===== config.mk =====
export PLATFORM = sky130hd
export DESIGN_NAME = seq_divider
export DESIGN_NICKNAME = d
export VERILOG_FILES = /design/src/rtl/div_pkg.sv /design/src/rtl/seq_divider_trial_sub.sv /design/src/rtl/seq_divider.sv
export SDC_FILE = /design/constraint.sdc
export NUM_CORES = 1
export LEC_CHECK = 0
export ABC_CLOCK_PERIOD_IN_PS = 7800
export BUFFER_PORTS_ARGS = -buffer_cell sky130_fd_sc_hd__clkbuf_2
export CAP_MARGIN = 20
export CORE_MARGIN = 4
export CORE_UTILIZATION = 48
export DETAILED_ROUTE_END_ITERATION = 16
export PLACE_DENSITY = 0.75
export SYNTH_ARGS = -nofsm -noshare
export SYNTH_HDL_FRONTEND = slang
export SYNTH_SLANG_ARGS = --single-unit

===== constraint.sdc =====
create_clock -name clk -period 7.8 [get_ports clk]
set_input_delay 0.39 -clock clk [delete_from_list [all_inputs] [get_ports clk]]
set_output_delay 0.39 -clock clk [all_outputs]
set_load 0.01 [all_outputs]

===== src/rtl/div_pkg.sv =====
// Shared types and sizing for the sequential restoring divider.
package div_pkg;

  localparam int DIV_WIDTH = 4;

  typedef enum logic [1:0] {IDLE, RUN, ZERO, DONE} div_state_t;

  function automatic int cnt_bits(input int w);
    return (w > 1) ? $clog2(w) : 1;
  endfunction

  localparam int CNT_W = cnt_bits(DIV_WIDTH);

endpackage


===== src/rtl/seq_divider_trial_sub.sv =====
// Trial subtractor for the divider: a - b as a ripple of full adders
// with b inverted and carry-in 1; neg is the borrow out.
module fullAdd (
  input  logic a,
  input  logic b,
  input  logic cin,
  output logic s,
  output logic cout
);
  assign s    = a ^ b ^ cin;
  assign cout = (a & b) | (cin & (a ^ b));
endmodule

module trial_sub #(
  parameter int N = 5
) (
  input  logic [N-1:0] a,
  input  logic [N-1:0] b,
  output logic [N-1:0] diff,
  output logic         neg
);
  logic [N:0] c;

  assign c[0] = 1'b1;

  for (genvar i = 0; i < N; i++) begin : g_bit
    fullAdd u_fa (
      .a   (a[i]),
      .b   (~b[i]),
      .cin (c[i]),
      .s   (diff[i]),
      .cout(c[i+1])
    );
  end

  assign neg = ~c[N];
endmodule


===== src/rtl/seq_divider.sv =====
// Unsigned restoring divider, one quotient bit per clock, start/ready/done handshake.
//   state | meaning
//   IDLE  | ready, waiting for start; operands latched on accept
//   RUN   | one shift/trial-subtract iteration per cycle
//   ZERO  | divisor was 0: load saturated result
//   DONE  | one-cycle done pulse, results valid
module seq_divider
  import div_pkg::*;
#(
  parameter int WIDTH = DIV_WIDTH
) (
  input  logic             clk,
  input  logic             rst,
  input  logic             start,
  input  logic [WIDTH-1:0] dividend,
  input  logic [WIDTH-1:0] divisor,
  output logic             ready,
  output logic             done,
  output logic [WIDTH-1:0] quotient,
  output logic [WIDTH-1:0] remainder,
  output logic             div_by_zero
);
  localparam int CW = cnt_bits(WIDTH);

  div_state_t       state, state_nxt;
  logic [WIDTH-1:0] q, r, d;
  logic [CW-1:0]    cnt;
  logic [WIDTH:0]   rem_t, diff;
  logic             neg, keep;
  logic [WIDTH-1:0] q_nxt, r_nxt;

  assign rem_t = {r, q[WIDTH-1]};

  trial_sub #(.N(WIDTH+1)) u_sub (
    .a   (rem_t),
    .b   ({1'b0, d}),
    .diff(diff),
    .neg (neg)
  );

  // rem_t < 2*d, so borrow and the sign bit of diff always agree
  assign keep  = neg | diff[WIDTH];
  assign q_nxt = {q[WIDTH-2:0], ~keep};
  assign r_nxt = keep ? rem_t[WIDTH-1:0] : diff[WIDTH-1:0];

  always_ff @(posedge clk) begin
    if (rst) state <= IDLE;
    else     state <= state_nxt;
  end

  always_comb begin
    state_nxt = state;
    case (state)
      IDLE: if (start) state_nxt = (divisor == '0) ? ZERO : RUN;
      RUN:  if (cnt == '0) state_nxt = DONE;
      ZERO: state_nxt = DONE;
      DONE: state_nxt = IDLE;
      default: state_nxt = IDLE;
    endcase
  end

  always_comb begin
    ready = (state == IDLE);
    done  = (state == DONE);
  end

  always_ff @(posedge clk) begin
    if (rst) begin
      q           <= '0;
      r           <= '0;
      d           <= '0;
      cnt         <= '0;
      quotient    <= '0;
      remainder   <= '0;
      div_by_zero <= 1'b0;
    end else begin
      case (state)
        IDLE: if (start) begin
          q           <= dividend;
          r           <= '0;
          d           <= divisor;
          cnt         <= CW'(WIDTH-1);
          quotient    <= '0;
          remainder   <= '0;
          div_by_zero <= 1'b0;
        end
        RUN: begin
          q   <= q_nxt;
          r   <= r_nxt;
          cnt <= cnt - 1'b1;
          if (cnt == '0) begin
            quotient  <= q_nxt;
            remainder <= r_nxt;
          end
        end
        // q still holds the untouched dividend here
        ZERO: begin
          quotient    <= '1;
          remainder   <= q;
          div_by_zero <= 1'b1;
        end
        default: ;
      endcase
    end
  end
endmodule


# Yosys cells after proc, flatten, opt, wreduce, memory -nomap -nowiden
# Cells that the tools add are included.
op_classes:
  n_addsub: 1
  n_eq_ne: 5
  n_mux: 17
  n_bitwise: 30
  reduce_logical: 11
ops:
  columns: ["cell", "count"]
  rows:
  - ["case mux 4 bit (3 select lines)", 2]
  - ["two-way mux 4 bit", 5]
  - ["case mux 4 bit (2 select lines)", 2]
  - ["bitwise AND 1 bit", 8]
  - ["two-way mux 2 bit", 4]
  - ["inverter 1 bit", 8]
  - ["case mux 2 bit (4 select lines)", 1]
  - ["AND reduction 2 bit", 4]
  - ["bitwise XOR 1 bit", 8]
  - ["bitwise OR 1 bit", 6]
  - ["== test 2 bit (second input constant)", 2]
  - ["zero test 2 bit", 2]
  - ["zero test 4 bit", 1]
  - ["inequality test 2 bit (second input constant)", 2]
  - ["case mux 2 bit (2 select lines)", 1]
  - ["nonzero test 2 bit", 2]
  - ["AND reduction 3 bit", 1]
  - ["nonzero test 3 bit", 1]
  - ["== test 2 x 1 -> 1 bit (second input constant)", 1]
  - ["case mux 1 bit (2 select lines)", 1]
  - ["subtractor 2 x 1 -> 2 bit (second input constant)", 1]
  - ["two-way mux 1 bit", 1]
word_totals:
  reg_bits: 25
  output_inout_bits: 11
  wordCells: 72

# Longest topological paths before layout
# Gate-level depths: netlist (run 1).
depth:
  word_depth: 16
  depth_mapped: 10
  ltp_nobuf: 10

# Cells and area by module
# A second synthesis (run 1) with hierarchy kept.
unflattened:
  cells_unflattened: 151
  hier_area_um2: 1350.0
by_module_without_submodules:
  columns: ["mod", "n_inst", "cells_per_inst", "area_per_inst_um2", "seq_area_each_um2"]
  rows:
  - ["seq_divider", 1, 139, 1223.7, 500.5]
  - ["fullAdd", 5, 1, 20.0, 0.0]
  - ["trial_sub", 1, 7, 26.3, 0.0]

# Worst setup path before layout (run 1)
# No wires, ideal clock.
synth_timing:
  kind: "register to register"
  start: "register q[3]"
  end: "register remainder[1]"
  setup_ns: 0.122
  arrival_time_ns: 2.630
  required_ns: 7.678
  setup_slack_ns: 5.049
  stages_incl_launch_ff: 11
  path_cell_list: "dfxtp_1 inv_1 ha_1 inv_1 fa_1 fa_1 fa_1 xor2_1 mux2i_1 nor2_1 a221o_1"
synth_via:
  elab_chain_cells: 15
  elab_cells_between_ends: 18
synth_rtl:
  columns: ["item", "line", "rtl"]
  rows:
  - ["from (decl)", "seq_divider.sv:26", "logic [WIDTH-1:0] q, r, d;"]
  - ["from (signal assigned)", "seq_divider.sv:79", "q <= dividend;"]
  - ["from (signal assigned)", "seq_divider.sv:88", "q <= q_nxt;"]
  - ["bitwise AND 1 bit or bitwise XOR 1 bit (tied branches)", "seq_divider_trial_sub.sv:11", "assign cout = (a & b) | (cin & (a ^ b));"]
  - ["bitwise OR 1 bit *", "seq_divider_trial_sub.sv:11", null]
  - ["bitwise AND 1 bit", "seq_divider_trial_sub.sv:11", null]
  - ["bitwise OR 1 bit", "seq_divider_trial_sub.sv:11", null]
  - ["bitwise AND 1 bit", "seq_divider_trial_sub.sv:11", null]
  - ["bitwise OR 1 bit", "seq_divider_trial_sub.sv:11", null]
  - ["bitwise AND 1 bit", "seq_divider_trial_sub.sv:11", null]
  - ["bitwise OR 1 bit", "seq_divider_trial_sub.sv:11", null]
  - ["bitwise AND 1 bit", "seq_divider_trial_sub.sv:11", null]
  - ["bitwise OR 1 bit", "seq_divider_trial_sub.sv:11", null]
  - ["inverter 1 bit", "seq_divider_trial_sub.sv:36", "assign neg = ~c[N];"]
  - ["bitwise OR 1 bit", "seq_divider.sv:42", "assign keep = neg | diff[WIDTH];"]
  - ["two-way mux 4 bit *", "seq_divider.sv:44", "assign r_nxt = keep ? rem_t[WIDTH-1:0] : diff[WIDTH-1:0];"]
  - ["two-way mux 4 bit *", "seq_divider.sv:91", "if (cnt == '0) begin"]
  - ["case mux 4 bit (3 select lines) *", "seq_divider.sv:77", "case (state)"]
  - ["to (signal assigned)", "seq_divider.sv:93", "remainder <= r_nxt;"]
  - ["to (signal assigned)", "seq_divider.sv:99", "remainder <= q;"]
  - ["to (decl)", "seq_divider.sv:20", "output logic [WIDTH-1:0] remainder,"]
# Every way passes the cells marked *; elsewhere a longest branch is shown, timed or not. The select of a mux whose other input is x is not followed.
# A chain may end at the register's enable or synchronous reset.

# Final worst setup path (run 1)
layout_timing:
  start: "register q[3]"
  end: "register remainder[2]"
layout_via:
  elab_chain_cells: 15
  elab_cells_between_ends: 18
layout_rtl:
  columns: ["item", "line"]
  rows:
  - ["bitwise AND 1 bit or bitwise XOR 1 bit (tied branches)", "seq_divider_trial_sub.sv:11"]
  - ["bitwise OR 1 bit *", "seq_divider_trial_sub.sv:11"]
  - ["bitwise AND 1 bit *", "seq_divider_trial_sub.sv:11"]
  - ["bitwise OR 1 bit *", "seq_divider_trial_sub.sv:11"]
  - ["bitwise AND 1 bit", "seq_divider_trial_sub.sv:11"]
  - ["bitwise OR 1 bit", "seq_divider_trial_sub.sv:11"]
  - ["bitwise AND 1 bit", "seq_divider_trial_sub.sv:11"]
  - ["bitwise OR 1 bit", "seq_divider_trial_sub.sv:11"]
  - ["bitwise AND 1 bit", "seq_divider_trial_sub.sv:11"]
  - ["bitwise OR 1 bit", "seq_divider_trial_sub.sv:11"]
  - ["inverter 1 bit", "seq_divider_trial_sub.sv:36"]
  - ["bitwise OR 1 bit", "seq_divider.sv:42"]
  - ["two-way mux 4 bit *", "seq_divider.sv:44"]
  - ["two-way mux 4 bit *", "seq_divider.sv:91"]
  - ["case mux 4 bit (3 select lines) *", "seq_divider.sv:77"]
# Marked as above.

==> metrics.txt, run 1 <==
status finished clean; leading area contributor after synthesis dfxtp_1; count leader, synth dfxtp_1; # DRC 0; Die ar. 0.00358 mm²; Slew HR 41.1%; cell count after synthesis 145; syn nets 166; Critical Path Start q[3]; synth-to-layout area growth 10.6%; Synth Flop Type dfxtp_1; RSZ-0062 raised after global routing false; first-pass GRT wire length 4580 µm; clk buf depth 2; setup tns final 0 ns; initial antenna violation count 0; Avg Inst Size Synth 8.91 µm²; worst skew pair latency 0.32 ns; top-area cell type share of the netlist area 38.8%; post-DR wirelength/cell 13.7 µm; top post-synthesis cells by count 25 x dfxtp_1, 15 x a21oi_1, 15 x inv_1; Ys Warns 0; WHS 0.308 ns; initial drt markers 36; TritonCTS clock tree yes; final hold violation count 0; # setup viols final 0; layout cell share with drive strength beyond 1 16.5%; Die Height 59.9 µm; I/O Pins 22; Max Cap Viol 0; Total GRT Usage 16.7%; post-CTS setup buffer count 0; post-cts resize count 0; drt via density 5.59; Final Core Density 56.6%; total core area 0.00252 mm²; final setup skew 0.00221 ns; Root Driver clkbuf_4; CP arrival 3.25 ns; gr ovfl total 0; largest net degree at the start of global routing 26; crit path launch type flip-flop; final net count 186; Worst EP required 8.03 ns; Port Buffer Count 21; leak pwr 0.588 nW; Vias 1084; # rows 18; Synth area leaders dfxtp_1 39%, ha_1 6.8%, a21oi_1 5.8%, mux2i_1 5.4%, fa_1 4.7%; non-filler cells, final 194; fraction of registers with async set/reset 0%; Post-Place Cells 190; Initial Utilization 51.2%; post-synthesis sequential area ratio 38.8%; TritonCTS buffer count 3; crit path max fanout 7; synth unique cells 31; Power Dens Cells 342 mW/mm²; Post-synth EDFFs 0; f_max 0.331 GHz; drt pass-1 iters 4; Peak VDD IR 0.276 mV; GP Congestion 0.826; r2r startpoint q[3]; vias in the first global route 1050; Seq cells post-synth 25; period utilization 38.8%; fin. max-slew vios 0; htree depth 1; hold buffers post-CTS 0; Cell Area, Synth 0.00129 mm²; Critical Path End Type flip-flop; Final ANT Viol Nets 0; CP Class flip-flop to flip-flop; worst slew pin tran 0.881 ns; Ant. Diodes 0; Hold Path Class input pin to flip-flop; fin crit period 3.02 ns; Die W 59.9 µm; CTS clock-pin slew for the worst setup and hold paths 0.13 ns; Post-Route WL 2650 µm; placed wire-length estimate 2030 µm; sink count of the clock tree 25; min-delay src divisor[1]
[routing by layer]
layer | vias to the layer above | share of wire [%] | track usage [%] | routed length, µm
li1 | 541 | - | - | -
met1 | 509 | 45 | 21.5 | 1190
met2 | 32 | 50 | 27.9 | 1310
met3 | 2 | 5.0 | 3.89 | 132
met4 | 0 | 0.53 | 4.75 | 14
met5 | - | 0 | 0 | 0
[path summary, 6_finish.rpt]
check             slack, ns  cells past startpoint            to
setup / recovery       4.78                     10  remainder[2]
hold / removal         0.31                      3          d[1]
setup reg to reg       4.78                     10  remainder[2]
hold reg to reg        0.46                      2   quotient[3]
[power breakdown]
part / switching [mW] / internal (mW)
logic: 0.152 / 0.0940
registers: 0.0258 / 0.158
clock network: 0.0383 / 0.0200
total: 0.216 / 0.272
[flip-flops by register name, summed over array words and instances (netlist names)]
| register | flops |
|---|---|
| quotient | 4 |
| d | 4 |
| r | 4 |
| cnt | 2 |
| state | 2 |
| div_by_zero | 1 |
| remainder | 4 |
| q | 4 |
[cell families (layout without fill, tap and decap cells)]
family,after synthesis,after routing,synth area share (%)
AO/OA/AOI/OAI,31,31,16.0
XOR/XNOR,1,1,0.678
adder cells (fa/ha/maj),10,10,11.4
buffers and inverters,21,40,6.88
flip-flops,25,25,38.8
multiplexers,8,8,6.30
AND/OR/NAND/NOR,49,49,20.0
[cell usage in the layout, fill, tap and decap left out]
cell and n:
nor4_1 1, fa_1 3, nor2_1 14, nand2_1 12, nand3b_1 2, mux2_2 1
nand2b_1 3, or3_1 5, nor2b_2 1, nor3b_1 1, a221oi_1 1, dfxtp_1 25
nor3_1 1, nand3_1 4, o32ai_1 3, clkbuf_2 21, nor2b_1 2, inv_1 15
a211oi_1 5, ha_1 7, nor4_4 1, a221o_1 4, and2_1 1, mux2i_1 7
a32oi_1 1, o21ai_0 2, or4_1 1, clkbuf_4 3, clkbuf_1 1, xor2_1 1
a21oi_1 15
[through the flow]
step                      total power [mW]  worst slack [ns]  area (µm²)
after floorplan                      0.380              5.05        1290
after global routing                 0.534              4.57        1430
after detailed placement             0.432              4.81        1400
final                                0.488              4.78        1430
after CTS                            0.491              4.78        1430
after global placement               0.421              4.93        1400
[cell type report]
type / count / area (µm²)
fill: 230 / 1090
multi-input combinational: 99 / 702
timing repair buffer: 21 / 105
clock buffer: 4 / 26.3
inverter: 15 / 56.3
tap: 30 / 37.5
sequential: 25 / 500
[worst max-delay path: stages, from the launching register on]
cell     delay, ns
dfxtp_1       0.36
inv_1         0.06
ha_1          0.13
inv_1         0.05
fa_1          0.37
fa_1          0.39
fa_1          0.39
xor2_1        0.52
mux2i_1       0.35
nor2_1        0.07
a221o_1       0.25
Power figures use the tool's default switching activity.
==> inputs of run 2 (changes only) <==
--- a/config.mk
+++ b/config.mk
@@ -5,7 +5,7 @@
 export SDC_FILE = /design/constraint.sdc
 export NUM_CORES = 1
 export LEC_CHECK = 0
-export ABC_CLOCK_PERIOD_IN_PS = 7800
+export ABC_CLOCK_PERIOD_IN_PS = 2800
 export BUFFER_PORTS_ARGS = -buffer_cell sky130_fd_sc_hd__clkbuf_2
 export CAP_MARGIN = 20
 export CORE_MARGIN = 4
==> constraint.sdc (replaced) <==
create_clock -name clk -period 2.8 [get_ports clk]
set_input_delay 0.14 -clock clk [delete_from_list [all_inputs] [get_ports clk]]
set_output_delay 0.14 -clock clk [all_outputs]
set_load 0.01 [all_outputs]
==> run 2 against run 1 <==
Net effect: fmax up 14%; design area up 2.4%; die area unchanged; first-iteration DRC count up 53%; clock skew up 0.0038 ns; via count up 0.83%; sequential power rose to 2.8 times the previous value.
==> metrics.txt, run 2 (same netlist as run 1, synthesis figures left out) <==
synth-to-layout area growth 13.2%; drt pass-1 iters 4; Vias 1093; Initial Utilization 51.2%; setup ws final 0.138 ns; worst slew pin tran 0.550 ns; crit path launch type flip-flop; Post-Place Cells 193; post-DR wirelength/cell 13.8 µm; area occupied by multi-input gates 709 µm²; CP Class flip-flop to flip-flop; Die Height 59.9 µm; placed wire-length estimate 2060 µm; I/O Pins 22; drt via density 5.55; fillers 230; gr ovfl total 0; vias in the first global route 1060; TritonCTS buffer count 3; Port Buffer Count 21; sink count of the clock tree 25; register area 500 µm²; final net count 189; setup tns final 0 ns; Power Dens Cells 967 mW/mm²; largest net degree at the start of global routing 26; # setup viols final 0; Critical Path End Type flip-flop; commonest non-fill, non-tap cell in the layout dfxtp_1; crit path max fanout 7; Die W 59.9 µm; CTS clock-pin slew for the worst setup and hold paths 0.14 ns; leak pwr 0.595 nW; Peak VDD IR 0.604 mV; TritonCTS clock tree yes; Die ar. 0.00358 mm²; total core area 0.00252 mm²; # DRC 0; non-filler cells, final 197; Slew HR 63.4%; met2 Usage GRT 28.2%; period utilization 95.1%; Total GRT Usage 16.8%; fin crit period 2.66 ns; CP arrival 2.89 ns; first-pass GRT wire length 4550 µm; Most Used Layer, Global Route met2; commonest non-fill, non-tap cells in the layout 25 x dfxtp_1, 21 x clkbuf_2, 15 x inv_1, 15 x a21oi_1, 14 x nor2_1; M3 GR Usage 3.02%; initial drt markers 55; initial antenna violation count 0; htree depth 1; RSZ-0062 raised after global routing false; Worst EP required 3.03 ns; # rows 18; FF-to-FF path depth 11; f_max 0.376 GHz; met1 Track Usage GR 20.6%; GP Congestion 0.856; hold depth 3; WHS 0.0669 ns; Post-Route WL 2730 µm; Setup WS pre-CTS 0.135 ns; Root Driver clkbuf_4; layout cell share with drive strength beyond 1 19.8%; final hold violation count 0; worst skew pair latency 0.32 ns; Final ANT Viol Nets 0; Hold Path Class input pin to flip-flop; Ant. Diodes 0; clk buf depth 2; status finished clean; fin. max-slew vios 0; post-CTS setup buffer count 0; Max Cap Viol 0; Final Core Density 57.9%; final setup skew 0.00599 ns
## run 2: layout make-up
cell class	instances	share of cell area, %
clock buffers	3	1.54
clock inverters	1	0.514
inverters	15	3.85
multi-input cells	99	48.5
flip-flops and latches	25	34.2
well taps	30	2.57
repair buffers	24	8.73
## run 2: path summary, 6_finish.rpt
path	start	endpoint	slack, ns
setup / recovery	q[3]	remainder[2]	0.14
hold / removal	divisor[2]	d[2]	0.07
setup reg to reg	q[3]	remainder[2]	0.14
hold reg to reg	quotient[3]	quotient[3]	0.46
## run 2: repair_timing
action,in CTS,in global routing
hold buffers,0,0
setup endpoints to repair,0,2
resized for setup,0,2
## run 2: worst max-delay path: stages (launching register included)
cell and delay [ns]:
dfxtp_1 0.34, inv_1 0.05, ha_1 0.13, inv_1 0.05
fa_1 0.37, fa_1 0.39, fa_1 0.38, xor2_1 0.13
buf_4 0.18, mux2i_2 0.25, nor2_1 0.07, a221o_1 0.25
## run 2: per-stage QoR
step | power, mW | cell area, µm²
2_1_floorplan | 1.06 | 1290
3_3_place_gp | 1.22 | 1420
3_5_place_dp | 1.24 | 1420
4_1_cts | 1.40 | 1450
5_1_grt | 1.54 | 1460
6_report | 1.41 | 1460
## run 2: where the power goes
part	leakage [nW]	total, mW	switching, mW	internal [mW]
Sequential	0.204	0.507	0.0675	0.439
Clock	0.0139	0.164	0.109	0.0546
Combinational	0.377	0.742	0.439	0.303
Total	0.595	1.41	0.616	0.797
## run 2: metal layers
layer	wire (µm)	part of all wire (%)
met1	1230	45
met4	20	0.73
met2	1300	48
met3	175	6.4
met5	0	0
==> inputs of run 3 (changes only) <==
--- a/config.mk
+++ b/config.mk
@@ -8,10 +8,12 @@
 export ABC_CLOCK_PERIOD_IN_PS = 2800
 export BUFFER_PORTS_ARGS = -buffer_cell sky130_fd_sc_hd__clkbuf_2
 export CAP_MARGIN = 20
+export CELL_PAD_IN_SITES_DETAIL_PLACEMENT = 0
+export CELL_PAD_IN_SITES_GLOBAL_PLACEMENT = 2
 export CORE_MARGIN = 4
-export CORE_UTILIZATION = 48
+export CORE_UTILIZATION = 33
 export DETAILED_ROUTE_END_ITERATION = 16
-export PLACE_DENSITY = 0.75
+export PLACE_DENSITY = 0.83
 export SYNTH_ARGS = -nofsm -noshare
 export SYNTH_HDL_FRONTEND = slang
 export SYNTH_SLANG_ARGS = --single-unit
==> run 3 against run 2 <==
Net effect: via count is 2.0% lower; first-iteration DRC count is 49% lower; cell count is 10% higher; design area is 4.8% higher; register-to-register slack hardly changed; critical path depth stayed put; fmax is 0.11% higher; die area is 39% higher; critical path type unchanged; largest power group unchanged.
==> metrics.txt, run 3 (same netlist as run 1, synthesis figures left out) <==
Vias 1071; Total GRT Usage 12.4%; non-filler cells, final 217; hold depth 3; commonest non-fill, non-tap cells in the layout 25 x dfxtp_1, 21 x clkbuf_2, 15 x inv_1, 15 x a21oi_1, 14 x nor2_1; Peak VDD IR 0.340 mV; fin. max-slew vios 0; commonest non-fill, non-tap cell in the layout dfxtp_1; largest net degree at the start of global routing 25; final setup skew 0.00125 ns; Final ANT Viol Nets 0; Initial Utilization 34.7%; post-DR wirelength/cell 13.3 µm; Worst EP required 2.96 ns; hold path endpoint d[1]; fin crit period 2.66 ns; GP Congestion 0.792; Die ar. 0.00498 mm²; CP Class flip-flop to flip-flop; fillers 376; worst slew pin tran 0.519 ns; status finished clean; crit path max fanout 7; htree depth 1; placed wire-length estimate 2200 µm; RSZ-0062 raised after global routing false; total core area 0.00372 mm²; Reg2Reg Setup Slack 0.14 ns; # DRC 0; Max Cap Viol 0; f_max 0.376 GHz; Die Height 70.6 µm; post-route cell area 0.00153 mm²; register area 500 µm²; Final Core Density 41.2%; gr ovfl total 0; drt pass-1 iters 4; initial drt markers 28; layout cell share with drive strength beyond 1 21.9%; Critical Path End Type flip-flop; Slew HR 65.4%; Power Total 1.50 mW; setup tns final 0 ns; Hold Path Class input pin to flip-flop; r2r startpoint q[3]; CP arrival 2.82 ns; synth-to-layout area growth 18.6%; vias in the first global route 1030; first-pass GRT wire length 4930 µm; Port Buffer Count 21; final net count 191; TritonCTS clock tree yes; final hold violation count 0; dpl cell area 0.00145 mm²; area occupied by multi-input gates 727 µm²; Ant. Diodes 0; CTS clock-pin slew for the worst setup and hold paths 0.09 ns; initial antenna violation count 0; # rows 22; worst skew pair latency 0.27 ns; clk buf depth 2; Reg2Reg Capture Point remainder[1]; crit path launch type flip-flop; drt via density 4.94; sink count of the clock tree 25; Die W 70.6 µm; Post-Route WL 2890 µm; min-delay src divisor[1]; TritonCTS buffer count 3; leak pwr 0.608 nW; Post-Place Cells 211; Power Dens Cells 981 mW/mm²; Root Driver clkbuf_8; I/O Pins 22; # setup viols final 0; period utilization 95.0%; FF-to-FF path depth 11
-- run 3: changes by cell type in the layout (fill, tap and decap cells not counted) --
cell / previous run / this run
mux2i_4: 0 / 1
clkbuf_8: 0 / 3
mux2i_1: 5 / 4
clkbuf_1: 0 / 1
clkinvlp_4: 1 / 0
fa_2: 0 / 2
buf_4: 3 / 5
clkbuf_4: 3 / 0
fa_1: 3 / 1
-- run 3: layout make-up --
type                    instances  share of cell area, %
multi-input cells              99                   47.5
flip-flops and latches         25                   32.7
repair buffers                 26                   9.31
well taps                      48                   3.92
inverters                      15                   3.68
clock buffers                   4                   2.94
-- run 3: repair_timing --
action,CTS,global route
setup buffers,0,2
hold buffers,0,0
endpoints found under the setup margin,0,3
hold endpoints to repair,0,0
resized for setup,0,6
-- run 3: how the worst max path moves through the flow --
stage / start / endpoint / slack (ns) / cells after the start
after detailed placement: q[3] / remainder[3] / 0.07 / 11
after global placement: q[3] / remainder[3] / 0.11 / 11
after CTS: q[3] / remainder[3] / 0.04 / 11
after floorplan: q[3] / remainder[1] / 0.05 / 10
final: q[3] / remainder[1] / 0.14 / 11
after global routing: q[3] / remainder[1] / 0.02 / 11
-- run 3: layer usage --
layer  global-route usage, %  share of wire (%)  vias up
met5                       0                  0        -
met3                    4.55                5.0        2
met4                    3.76               0.83        0
met1                    16.1                 48      498
li1                        -                  -      551
met2                    19.1                 46       20
-- run 3: report_power, final --
group          switching [mW]  internal [mW]  total [mW]
combinational           0.440          0.334       0.774
sequential             0.0725          0.440       0.512
clock                   0.115          0.102       0.217
-- run 3: per-stage QoR --
stage | setup slack (ns) | hold WS (ns)
6_report | 0.141 | 0.113
2_1_floorplan | 0.0486 | 0.257
3_5_place_dp | 0.0697 | 0.407
4_1_cts | 0.0431 | 0.110
3_3_place_gp | 0.113 | 0.400
5_1_grt | 0.0247 | 0.120
-- run 3: critical path, cell delays in order (launching register included) --
cell,delay [ns]
dfxtp_1,0.34
inv_1,0.06
ha_1,0.13
inv_1,0.04
fa_1,0.39
fa_2,0.35
fa_2,0.34
xor2_1,0.13
buf_4,0.19
mux2i_2,0.24
nor2_1,0.07
a221o_1,0.25
